<file path="src/rtl/ringer_pkg.sv">
// Shared definitions for the ringer alert controller: FSM state encoding,
// default cadence constants and a small elaboration-time helper.
package ringer_pkg;

  typedef enum logic [1:0] {
    ST_IDLE      = 2'd0,
    ST_ALERT_ON  = 2'd1,
    ST_ALERT_OFF = 2'd2
  } ringer_state_e;

  localparam int DEF_ON_CYCLES  = 4;
  localparam int DEF_OFF_CYCLES = 2;
  localparam int DEF_MAX_RINGS  = 3;

  // Larger of two integers, used to size the shared phase timer.
  function automatic int max_int(input int a, input int b);
    if (a > b) begin
      return a;
    end else begin
      return b;
    end
  endfunction

endpackage

</file>
<file path="src/rtl/ringer_cadence_timer.sv">
// Loadable down-counter shared by the ON and OFF phases. 'expired' is high
// while the count sits at zero, i.e. in the last cycle of a phase when the
// counter was loaded with (phase_length - 1).
module ringer_cadence_timer #(
  parameter int WIDTH = 3
) (
  input  logic             clk,
  input  logic             reset,
  input  logic             load,
  input  logic [WIDTH-1:0] load_val,
  output logic             expired
);

  logic [WIDTH-1:0] count_r;

  // Load a new phase length, otherwise count down and hold at zero.
  always_ff @(posedge clk or posedge reset) begin
    if (reset) begin
      count_r <= {WIDTH{1'b0}};
    end else if (load) begin
      count_r <= load_val;
    end else if (count_r != {WIDTH{1'b0}}) begin
      count_r <= count_r - WIDTH'(1);
    end else begin
      count_r <= count_r;
    end
  end

  assign expired = (count_r == {WIDTH{1'b0}});

endmodule

</file>
<file path="src/rtl/ringer_alert_ctrl.sv">
// Incoming-call alert sequencer: bursts of ringer (or motor in vibrate mode)
// separated by silent gaps, aborted by answer, and a one-cycle missed_call
// pulse after MAX_RINGS unanswered bursts.
// Optional build macro: RINGER_ALERT_CTRL_ESCALATE_EN -- when defined, the
// final burst in vibrate mode drives both ringer and motor.
module ringer_alert_ctrl
  import ringer_pkg::*;
#(
  parameter int ON_CYCLES  = DEF_ON_CYCLES,
  parameter int OFF_CYCLES = DEF_OFF_CYCLES,
  parameter int MAX_RINGS  = DEF_MAX_RINGS
) (
  input  logic clk,
  input  logic reset,
  input  logic call_in,
  input  logic answer,
  input  logic vibrate_mode,
  output logic turn_on_ringer,
  output logic turn_on_motor,
  output logic busy,
  output logic missed_call
);

  localparam int TW = $clog2(max_int(ON_CYCLES, OFF_CYCLES) + 1);
  localparam int RW = $clog2(MAX_RINGS + 1);
  localparam logic [TW-1:0] ON_LOAD   = TW'(ON_CYCLES - 1);
  localparam logic [TW-1:0] OFF_LOAD  = TW'(OFF_CYCLES - 1);
  localparam logic [RW-1:0] LAST_RING = RW'(MAX_RINGS - 1);
  localparam logic [RW-1:0] ALL_RINGS = RW'(MAX_RINGS);

  ringer_state_e   state_r, state_s;
  logic [RW-1:0]   ring_cnt_r, ring_cnt_s;
  logic            missed_call_r, missed_s;
  logic            timer_load_s;
  logic [TW-1:0]   timer_val_s;
  logic            timer_expired_s;
  logic            escalate_s;

  ringer_cadence_timer #(.WIDTH(TW)) u_timer (
    .clk      (clk),
    .reset    (reset),
    .load     (timer_load_s),
    .load_val (timer_val_s),
    .expired  (timer_expired_s)
  );

`ifdef RINGER_ALERT_CTRL_ESCALATE_EN
  assign escalate_s = vibrate_mode & (ring_cnt_r == LAST_RING);
`else
  assign escalate_s = 1'b0;
`endif

  // State, ring counter and missed-call pulse registers.
  always_ff @(posedge clk or posedge reset) begin
    if (reset) begin
      state_r       <= ST_IDLE;
      ring_cnt_r    <= {RW{1'b0}};
      missed_call_r <= 1'b0;
    end else begin
      state_r       <= state_s;
      ring_cnt_r    <= ring_cnt_s;
      missed_call_r <= missed_s;
    end
  end

  // Next-state logic; answer takes priority over any phase change or timeout.
  always_comb begin
    state_s      = state_r;
    ring_cnt_s   = ring_cnt_r;
    timer_load_s = 1'b0;
    timer_val_s  = ON_LOAD;
    missed_s     = 1'b0;
    case (state_r)
      ST_IDLE: begin
        if (call_in) begin
          state_s      = ST_ALERT_ON;
          ring_cnt_s   = {RW{1'b0}};
          timer_load_s = 1'b1;
          timer_val_s  = ON_LOAD;
        end else begin
          state_s = ST_IDLE;
        end
      end
      ST_ALERT_ON: begin
        if (answer) begin
          state_s = ST_IDLE;
        end else if (timer_expired_s) begin
          state_s      = ST_ALERT_OFF;
          ring_cnt_s   = ring_cnt_r + RW'(1);
          timer_load_s = 1'b1;
          timer_val_s  = OFF_LOAD;
        end else begin
          state_s = ST_ALERT_ON;
        end
      end
      ST_ALERT_OFF: begin
        if (answer) begin
          state_s = ST_IDLE;
        end else if (timer_expired_s) begin
          if (ring_cnt_r == ALL_RINGS) begin
            state_s  = ST_IDLE;
            missed_s = 1'b1;
          end else begin
            state_s      = ST_ALERT_ON;
            timer_load_s = 1'b1;
            timer_val_s  = ON_LOAD;
          end
        end else begin
          state_s = ST_ALERT_OFF;
        end
      end
      default: begin
        state_s = ST_IDLE;
      end
    endcase
  end

  // Output decode from current state and the live vibrate_mode input.
  always_comb begin
    turn_on_ringer = 1'b0;
    turn_on_motor  = 1'b0;
    busy           = 1'b0;
    case (state_r)
      ST_ALERT_ON: begin
        turn_on_ringer = ~vibrate_mode | escalate_s;
        turn_on_motor  = vibrate_mode;
        busy           = 1'b1;
      end
      ST_ALERT_OFF: begin
        busy = 1'b1;
      end
      default: begin
        busy = 1'b0;
      end
    endcase
  end

  assign missed_call = missed_call_r;

endmodule
</file>
<file path="config.mk">
export PLATFORM = sky130hd
export DESIGN_NAME = ringer_alert_ctrl
export DESIGN_NICKNAME = d
export VERILOG_FILES = /design/src/rtl/ringer_pkg.sv /design/src/rtl/ringer_cadence_timer.sv /design/src/rtl/ringer_alert_ctrl.sv
export SDC_FILE = /design/constraint.sdc
export NUM_CORES = 1
export LEC_CHECK = 0
export ABC_AREA = 1
export BUFFER_PORTS_ARGS = -buffer_cell sky130_fd_sc_hd__buf_4
export CAP_MARGIN = 20
export CORE_AREA = 3 3 40 42
export CTS_BUF_LIST = sky130_fd_sc_hd__clkbuf_16
export DETAILED_ROUTE_END_ITERATION = 8
export DIE_AREA = 0 0 43 45
export HOLD_SLACK_MARGIN = 0.06
export MAX_ROUTING_LAYER = met4
export PLACE_DENSITY_LB_ADDON = 0.25
export REMOVE_ABC_BUFFERS = 1
export SLEW_MARGIN = 40
export SYNTH_ARGS = -nofsm -noshare
export SYNTH_HDL_FRONTEND = slang
export SYNTH_SLANG_ARGS = --single-unit
</file>
<file path="constraint.sdc">
create_clock -name clk -period 2.85 [get_ports clk]
set_clock_uncertainty 0.15 [all_clocks]
set_input_delay 0.285 -clock clk [delete_from_list [all_inputs] [get_ports clk]]
set_output_delay 0.285 -clock clk [all_outputs]
set_load 0.01 [all_outputs]
</file>
==> impl_results.md, run 1 <==
* Final setup TNS at 0 ns
* Max Cap Viol at 0
* Die Span Y at 45 um
* Total core area at 1280 um2
* Gr ovfl total at 0
* Min Hold Slack at 0.214 ns
* Vias per Instance at 4.65
* Clk root buf: clkbuf_16
* Kind of critical path: flip-flop to flip-flop
* Largest net degree at the start of global routing at 9
* Critical Path RT at 2.85 ns
* Pwr/cell area at 951 nW/um2
* TritonCTS clock tree: built
* Register share of total power at 0.254
* Min-delay src: answer
* PortBufs at 8
* Top cells by area, synth: dfrtp_1 (38%), ha_1 (17%), inv_1 (7.9%)
* Final period utilization at 0.581
* RSZ-0062 raised after global routing: false
* Later-pin clock latency in the skew report at 0.23 ns
* Reg2reg start: u_timer.count_r[0]$_DFFE_PP0P_
* Final Instance Count excl. Fillers at 88
* CTS Buf Count at 3
* Hold path endpoint: missed_call$_DFF_PP0_
* ANT cells at 0
* Count of final hold-check violations at 0
* Net Sw Frac at 0.334
* Final WL at 928 um
* Worst Max-Slew Pin Slew at 0.328 ns
* Vias in the first global route at 399
* Hold crit path type: input pin to flip-flop
* Final Critical Period at 1.66 ns
* R2R cell count at 8
* Crit path DAT at 1.65 ns
* Post-route ant nets at 0
* Synth top area share at 0.384
* Maximum VDD drop at 571 uV
* Syn Inst Count at 61
* Total power at 652 uW
* F_max at 0.603 GHz
* CP startpoint: u_timer.count_r[0]$_DFFE_PP0P_
* Combinational Power Share at 0.389
* Routed WL per cell at 10.5 um
* Layout cells sized above 1 at 0.247
* Synthesis-to-layout area growth at 31.4%
* IO Pins at 9
* Top cell type by total area after synthesis: dfrtp_1
* Synth Cell Area at 522 um2
* R2r endpoint: ring_cnt_r[0]$_DFFE_PP0P_
* Sequential share of the synthesized area at 0.384
* H-tree depth at 1
* Core Util, Final at 0.534
* Die area at 1940 um2
* P_sw at 218 uW
* Status: completed
* Drc violations at 0
* Sink Count at 8
* Mapped Avg Cell Area at 8.55 um2
* Vias at 409
* Crit path max fanout at 6
* Worst Hold Path Cells at 4
* Warnings from Yosys at 0
* DP HPWL at 717 um
* Post-CTS setup buffer count at 0
* Clk slew on worst S/H paths at 0.04 ns
* #FFs+latches synth at 8
* Final count of negative-setup-slack endpoints at 0
* Slew headroom at 0.781
* Row count at 13
* First-pass GRT wire length at 1630 um
* Initial antenna violation count at 0
* Leakage at 0.361 nW
* Chip width at 43 um
* Clk pwr share at 0.357
* DRT Pass-1 Iters at 4
* Effective utilization at floorplan at 0.406
* Clk buf depth at 2
* CP endpoint kind: flip-flop
* Final GP Congestion at 0.765
* Max Slew Vio Count at 0
* All-Layer GR Usage at 0.123
* Post-CTS sizing at 0
* P_int at 435 uW
* Post-synth cell types at 17
* R2R setup slack at 1.19 ns
* Initial DRC count at 5
* Placed cells at 84
* Post-layout nets at 87
* Startpoint Class: flip-flop
## Yosys cell counts (all sizes together)
cell type / instances
a21oi: 3
a31oi: 1
clkinv: 1
dfrtp: 8
ha: 7
inv: 13
nand2: 12
nand3: 6
nor2: 4
o21a: 1
o21ai: 5
## state kept, by name, summed over array words and instances, names as in the netlist
register / cells
u_timer.count_r: 3
ring_cnt_r: 2
missed_call: 1
state_r: 2
## cells by family after synthesis
| logic type | synth area share |
|---|---|
| compound gates | 0.110 |
| fa+ha+maj | 0.168 |
| buf+inv | 0.101 |
| flops | 0.384 |
| simple gates | 0.237 |
## layer usage
| metal | vias to the layer above | share of wire | global-route usage |
|---|---|---|---|
| li1 | 217 | - | - |
| met1 | 175 | 0.48 | 0.145 |
| met2 | 12 | 0.43 | 0.183 |
| met3 | 5 | 0.061 | 0.0398 |
| met4 | 0 | 0.031 | 0.0723 |
| met5 | - | 0 | - |
## cell usage in the layout (no fill, tap or decap), types with 3 or more instances in the layout
cell       count
nor2_1         3
o21ai_0        4
clkbuf_16      3
nand2_1       10
nand3_1        5
dfrtp_1        8
inv_1         11
ha_1           7
buf_4          8
## worst max-delay path by stage
stage / cells after the start / slack [ns] / to
final: 8 / 1.19 / ring_cnt_r[0]$_DFFE_PP0P_
after global routing: 8 / 0.98 / ring_cnt_r[0]$_DFFE_PP0P_
after CTS: 8 / 1.17 / ring_cnt_r[0]$_DFFE_PP0P_
after detailed placement: 8 / 1.19 / ring_cnt_r[1]$_DFFE_PP0P_
after global placement: 8 / 1.26 / ring_cnt_r[0]$_DFFE_PP0P_
after floorplan: 8 / 1.36 / ring_cnt_r[1]$_DFFE_PP0P_
## cell type report
class / instances / area [um2]
clock buffer: 3 / 75.1
fill: 131 / 599
inverter: 14 / 52.6
multi-input combinational: 39 / 269
sequential: 8 / 200
tap: 15 / 18.8
timing repair buffer: 9 / 70.1
## worst max-delay path: stages (launching register included)
cell and delay, ns:
dfrtp_1 0.34, inv_1 0.06, ha_1 0.20, ha_1 0.25
inv_2 0.17, nor2_8 0.05, o21ai_0 0.21, nand2_1 0.07
o21ai_0 0.08
## power groups by stage
| stage | sequential [mW] | combinational, mW | clock [mW] |
|---|---|---|---|
| 6_report | 0.166 | 0.253 | 0.233 |
| 5_1_grt | 0.171 | 0.292 | 0.238 |
| 4_1_cts | 0.166 | 0.258 | 0.233 |
| 3_5_place_dp | 0.168 | 0.253 | 0 |
| 3_3_place_gp | 0.166 | 0.250 | 0 |
| 2_1_floorplan | 0.163 | 0.191 | 0 |
## what timing repair did
item	in CTS	in global routing
setup endpoints to repair	0	0
endpoints found under the hold margin	8	0
hold buffers	1	0
## metrics by stage
stage	area [um2]	setup slack, ns
after floorplan	522	1.36
final	686	1.19
after CTS	686	1.17
after global routing	686	0.984
after global placement	601	1.26
after detailed placement	601	1.19
(Power assumes the default switching activity.)
==> inputs of run 2 (changes only) <==
==> constraint.sdc (replaced) <==
create_clock -name clk -period 1.6 [get_ports clk]
set_clock_uncertainty 0.15 [all_clocks]
set_input_delay 0.16 -clock clk [delete_from_list [all_inputs] [get_ports clk]]
set_output_delay 0.16 -clock clk [all_outputs]
set_load 0.01 [all_outputs]
==> run 2 against run 1 <==
  * Non-clock buffer count is 2 higher
  * Largest cell class unchanged
  * Wire length is 2.6% lower
  * Design area grew 5.1%
  * Combinational power is 100% higher
  * First-iteration DRC count is 140% higher
  * Highest routed layer unchanged
  * Via count grew 2.4%
  * Clock power up 79%
  * Largest power group unchanged
  * Final cell count rose by 2.3%
  * Maximum frequency is 10% higher
==> impl_results.md, run 2 (same netlist as run 1, synthesis figures left out) <==
* Status: completed
* Number of flip-flops in the largest register at 3
* Regs by FF count: u_timer.count_r (3), ring_cnt_r (2), state_r (2)
* Crit path cell chain: inv_1, ha_2, ha_4, inv_4, nor2_8, nand3_4, nand2_2, nand2_2, a21oi_2
* Max Slew Vio Count at 0
* Worst Hold Path Cells at 4
* Total power at 1.22 mW
* Crit-path slowest cell: dfrtp_1
* R2R cell count at 9
* Slew headroom at 0.791
* Crit path DAT at 1.51 ns
* Crit path max fanout at 5
* Gr ovfl total at 0
* All-Layer GR Usage at 0.121
* Core Util, Final at 0.561
* Max Cap Viol at 0
* Count of final hold-check violations at 0
* Post-route ant nets at 0
* Design Area, Final at 721 um2
* Die Span Y at 45 um
* DRT Pass-1 Iters at 4
* F_max at 0.665 GHz
* Initial antenna violation count at 0
* Worst Max-Slew Pin Slew at 0.314 ns
* Final period utilization at 0.940
* Setup WS pre-CTS at -0.0341 ns
* Final count of negative-setup-slack endpoints at 0
* TritonCTS clock tree: built
* Most frequent cells in the layout: inv_1 (11), nand2_1 (10), buf_4 (10), dfrtp_1 (8), nand3_1 (5)
* Total core area at 1280 um2
* Initial DRC count at 12
* Sink Count at 8
* Clk buf depth at 2
* Largest net degree at the start of global routing at 9
* Commonest non-fill, non-tap cell in the layout: inv_1
* First-pass GRT wire length at 1610 um
* Post-layout nets at 89
* DP HPWL at 725 um
* Leakage at 0.367 nW
* H-tree depth at 1
* ANT cells at 0
* Effective utilization at floorplan at 0.406
* Vias at 419
* IO Pins at 9
* Startpoint Class: flip-flop
* Pwr/cell area at 1690 nW/um2
* Routed WL per cell at 10.0 um
* Kind of critical path: flip-flop to flip-flop
* CTS Buf Count at 3
* PortBufs at 8
* Clk slew on worst S/H paths at 0.04 ns
* Vias per Instance at 4.66
* Most flop-heavy register: u_timer.count_r
* Area of placed instances at 608 um2
* Clk root buf: clkbuf_16
* PnR worst setup slack at 0.0956 ns
* Later-pin clock latency in the skew report at 0.23 ns
* CP endpoint kind: flip-flop
* Final GP Congestion at 0.690
* CP max stage delay at 0.36 ns
* Chip width at 43 um
* Synthesis-to-layout area growth at 38.1%
* Crit-path most repeated cell: nand2_2
* Die area at 1940 um2
* Critical Path RT at 1.61 ns
* Vias in the first global route at 415
* Final WL at 904 um
* Hold crit path type: input pin to flip-flop
* Final Critical Period at 1.50 ns
* Layout cells sized above 1 at 0.307
* Row count at 13
* Drc violations at 0
* Final setup TNS at 0 ns
* Maximum VDD drop at 781 uV
[run 2: changes by cell type in the layout (fill, tap and decap cells not counted)]
cell     before  now
o21ai_0       4    3
buf_4         8   10
inv_4         0    1
inv_2         2    1
ha_2          0    2
ha_1          7    4
o21ai_1       1    2
ha_4          0    1
[run 2: layout make-up]
class | instances | area (um2)
Clock buffer | 3 | 75.1
Fill cell | 121 | 564
Inverter | 14 | 55.1
Multi-Input combinational cell | 39 | 287
Sequential cell | 8 | 200
Tap cell | 15 | 18.8
Timing Repair Buffer | 11 | 85.1
[run 2: through the flow]
step                instances  hold slack, ns
floorplan                  61          -0.174
finish                     90          0.0714
global placement           85        -0.00724
global route               90           0.100
detailed placement         85         -0.0167
CTS                        90          0.0763
[run 2: worst paths after layout]
path	to	slack, ns	from
max	u_timer.count_r[1]$_DFFE_PP0P_	0.1	u_timer.count_r[0]$_DFFE_PP0P_
max in group asynchronous	u_timer.count_r[1]$_DFFE_PP0P_	0.77	reset
max reg2reg	u_timer.count_r[1]$_DFFE_PP0P_	0.1	u_timer.count_r[0]$_DFFE_PP0P_
min reg2reg	u_timer.count_r[0]$_DFFE_PP0P_	0.34	u_timer.count_r[0]$_DFFE_PP0P_
min	missed_call$_DFF_PP0_	0.07	answer
min in group asynchronous	missed_call$_DFF_PP0_	0.29	reset
[run 2: where the power goes]
part,switching (mW),internal [mW],total (mW),leakage (nW)
Sequential,0.0355,0.261,0.297,0.103
Clock,0.0947,0.322,0.417,0.0370
Combinational,0.276,0.229,0.505,0.227
Total,0.406,0.812,1.22,0.367
[run 2: timing repair]
| action | 4_1_cts | 5_1_grt |
|---|---|---|
| setup endpoints to repair | 3 | 6 |
| setup buffers | 1 | 0 |
| pin swaps | 0 | 0 |
| hold buffers | 1 | 0 |
| gates cloned | 0 | 0 |
| hold endpoints to repair | 8 | 0 |
| resized for setup | 2 | 4 |
[run 2: metal layers]
layer | wire (um) | up-vias | GRT usage
li1 | - | 220 | -
met4 | 29 | 0 | 0.108
met3 | 72 | 2 | 0.0279
met2 | 366 | 17 | 0.162
met1 | 436 | 180 | 0.151
met5 | 0 | - | -
[run 2: critical path, delay by kind of cell (launching register included)]
kind                     cells  cell delay, ns
flip-flops                   1            0.36
AO/OA/AOI/OAI                1            0.10
AND/OR/NAND/NOR              4            0.32
buffers and inverters        2            0.14
adder cells (fa/ha/maj)      2            0.36
==> inputs of run 3 (changes only) <==
--- a/config.mk
+++ b/config.mk
@@ -6,7 +6,7 @@
 export NUM_CORES = 1
 export LEC_CHECK = 0
 export ABC_AREA = 1
-export BUFFER_PORTS_ARGS = -buffer_cell sky130_fd_sc_hd__buf_4
+export BUFFER_PORTS_ARGS = -buffer_cell sky130_fd_sc_hd__buf_2
 export CAP_MARGIN = 20
 export CORE_AREA = 3 3 40 42
 export CTS_BUF_LIST = sky130_fd_sc_hd__clkbuf_16
==> run 3 against run 2 <==
  * Global-route usage is 0.77 points higher
  * First-iteration DRC count shrank 50%
  * Core utilization is 0.58 points higher
  * Critical path depth unchanged
  * Die area stayed put
  * Sequential power increased by 3%
  * Total power up 4.2%
  * Largest cell class unchanged
==> impl_results.md, run 3 (same netlist as run 1, synthesis figures left out) <==
* IO Pins at 9
* Post-route ant nets at 0
* Crit path max fanout at 6
* Buffers and inverters on the worst path at 2
* Fillers at 121
* Kind of critical path: flip-flop to flip-flop
* Total core area at 1280 um2
* Slew headroom at 0.786
* F_max at 0.666 GHz
* DP HPWL at 718 um
* Area of placed instances at 588 um2
* Max Cap Viol at 0
* Leakage at 0.364 nW
* Chip width at 43 um
* Startpoint Class: flip-flop
* Vias in the first global route at 394
* R2R setup slack at 0.1 ns
* Later-pin clock latency in the skew report at 0.23 ns
* Clk root buf: clkbuf_16
* Initial DRC count at 6
* CP max stage delay at 0.37 ns
* CTS Buf Count at 3
* Crit-path slowest cell: dfrtp_1
* Die area at 1940 um2
* Most flop-heavy register: u_timer.count_r
* Crit path DAT at 1.51 ns
* Effective utilization at floorplan at 0.406
* Post-layout nets at 89
* Pwr/cell area at 1740 nW/um2
* Setup WS pre-CTS at -0.0509 ns
* Final period utilization at 0.938
* Synthesis-to-layout area growth at 39.6%
* Layout cells sized above 1 at 0.347
* Critical Path RT at 1.61 ns
* Min Hold Slack at 0.0999 ns
* Max Slew Vio Count at 0
* Row count at 13
* Final setup TNS at 0 ns
* H-tree depth at 1
* CP endpoint kind: flip-flop
* Hold crit path type: input pin to flip-flop
* Largest net degree at the start of global routing at 9
* Routed WL per cell at 10.4 um
* TritonCTS clock tree: built
* First-pass GRT wire length at 1660 um
* Drc violations at 0
* DRT Pass-1 Iters at 2
* Final WL at 934 um
* Initial antenna violation count at 0
* Total power at 1.27 mW
* Vias per Instance at 4.58
* Commonest non-fill, non-tap cell in the layout: nand2_1
* Clk buf depth at 2
* All-Layer GR Usage at 0.129
* Design Area, Final at 728 um2
* Count of final hold-check violations at 0
* Gr ovfl total at 0
* Number of flip-flops in the largest register at 3
* Die Span Y at 45 um
* Worst Max-Slew Pin Slew at 0.321 ns
* Vias at 412
* Status: completed
* Most frequent cells in the layout: nand2_1 (10), inv_1 (9), buf_2 (8), dfrtp_1 (8)
* Family with the most delay on the worst path: flip-flops
* Sink Count at 8
* PnR worst setup slack at 0.0996 ns
* PortBufs at 8
* Regs by FF count: u_timer.count_r (3), ring_cnt_r (2), state_r (2)
* Final Critical Period at 1.50 ns
* Crit path cell chain: inv_2, ha_4, ha_4, inv_6, nor2_8, nand3_4, nand2_2, nand2_2, a21oi_2
* Final count of negative-setup-slack endpoints at 0
* Final GP Congestion at 0.743
* Clk slew on worst S/H paths at 0.04 ns
* ANT cells at 0
* Maximum VDD drop at 1120 uV
[run 3: changes by cell type in the layout (fill, tap and decap cells not counted), moves of 2 or more]
cell	previous run	this run
buf_2	0	8
buf_4	10	2
inv_1	11	9
ha_2	2	0
inv_2	1	3
ha_4	1	3
[run 3: layout make-up]
type	instances	area, um2	area share
multi-input combinational	39	312	0.428
sequential	8	200	0.275
clock buffer	3	75.1	0.103
timing repair buffer	11	65.1	0.0893
inverter	14	57.6	0.0790
tap	15	18.8	0.0258
[run 3: repair_timing]
action	in CTS	in global routing
gates resized for setup	3	9
setup endpoints to repair	4	5
hold endpoints to repair	8	0
buffers inserted	0	1
pin swaps	0	1
hold buffers	1	0
[run 3: layer usage]
layer | track usage | vias to the layer above | part of all wire
met4 | 0.108 | 0 | 0.037
met1 | 0.153 | 175 | 0.48
met5 | - | - | 0
met2 | 0.171 | 12 | 0.41
met3 | 0.0478 | 5 | 0.074
li1 | - | 220 | -
[run 3: metrics by stage]
stage | util | std cells
2_1_floorplan | - | 61
3_3_place_gp | 0.458 | 85
3_5_place_dp | 0.458 | 85
4_1_cts | 0.536 | 89
5_1_grt | 0.567 | 90
6_report | 0.567 | 90
[run 3: power breakdown]
part           internal [mW]  total (mW)  switching, mW
Clock                  0.322       0.418         0.0964
Combinational          0.249       0.546          0.297
Sequential             0.261       0.305         0.0436
Total                  0.832        1.27          0.437
[run 3: worst register-to-register path, cell delays in order (launching register included)]
cell     delay [ns]
dfrtp_1        0.37
inv_2          0.08
ha_4           0.14
ha_4           0.17
inv_6          0.06
nor2_8         0.13
nand3_4        0.07
nand2_2        0.08
nand2_2        0.06
a21oi_2        0.11
[run 3: worst paths after layout]
| check | start | to | cells after the start |
|---|---|---|---|
| max | u_timer.count_r[0]$_DFFE_PP0P_ | u_timer.count_r[1]$_DFFE_PP0P_ | 9 |
| min | answer | missed_call$_DFF_PP0_ | 4 |
| max reg2reg | u_timer.count_r[0]$_DFFE_PP0P_ | u_timer.count_r[1]$_DFFE_PP0P_ | 9 |
| min reg2reg | ring_cnt_r[1]$_DFFE_PP0P_ | ring_cnt_r[1]$_DFFE_PP0P_ | 2 |
| max in group asynchronous | reset | state_r[1]$_DFF_PP0_ | 3 |
| min in group asynchronous | reset | missed_call$_DFF_PP0_ | 3 |
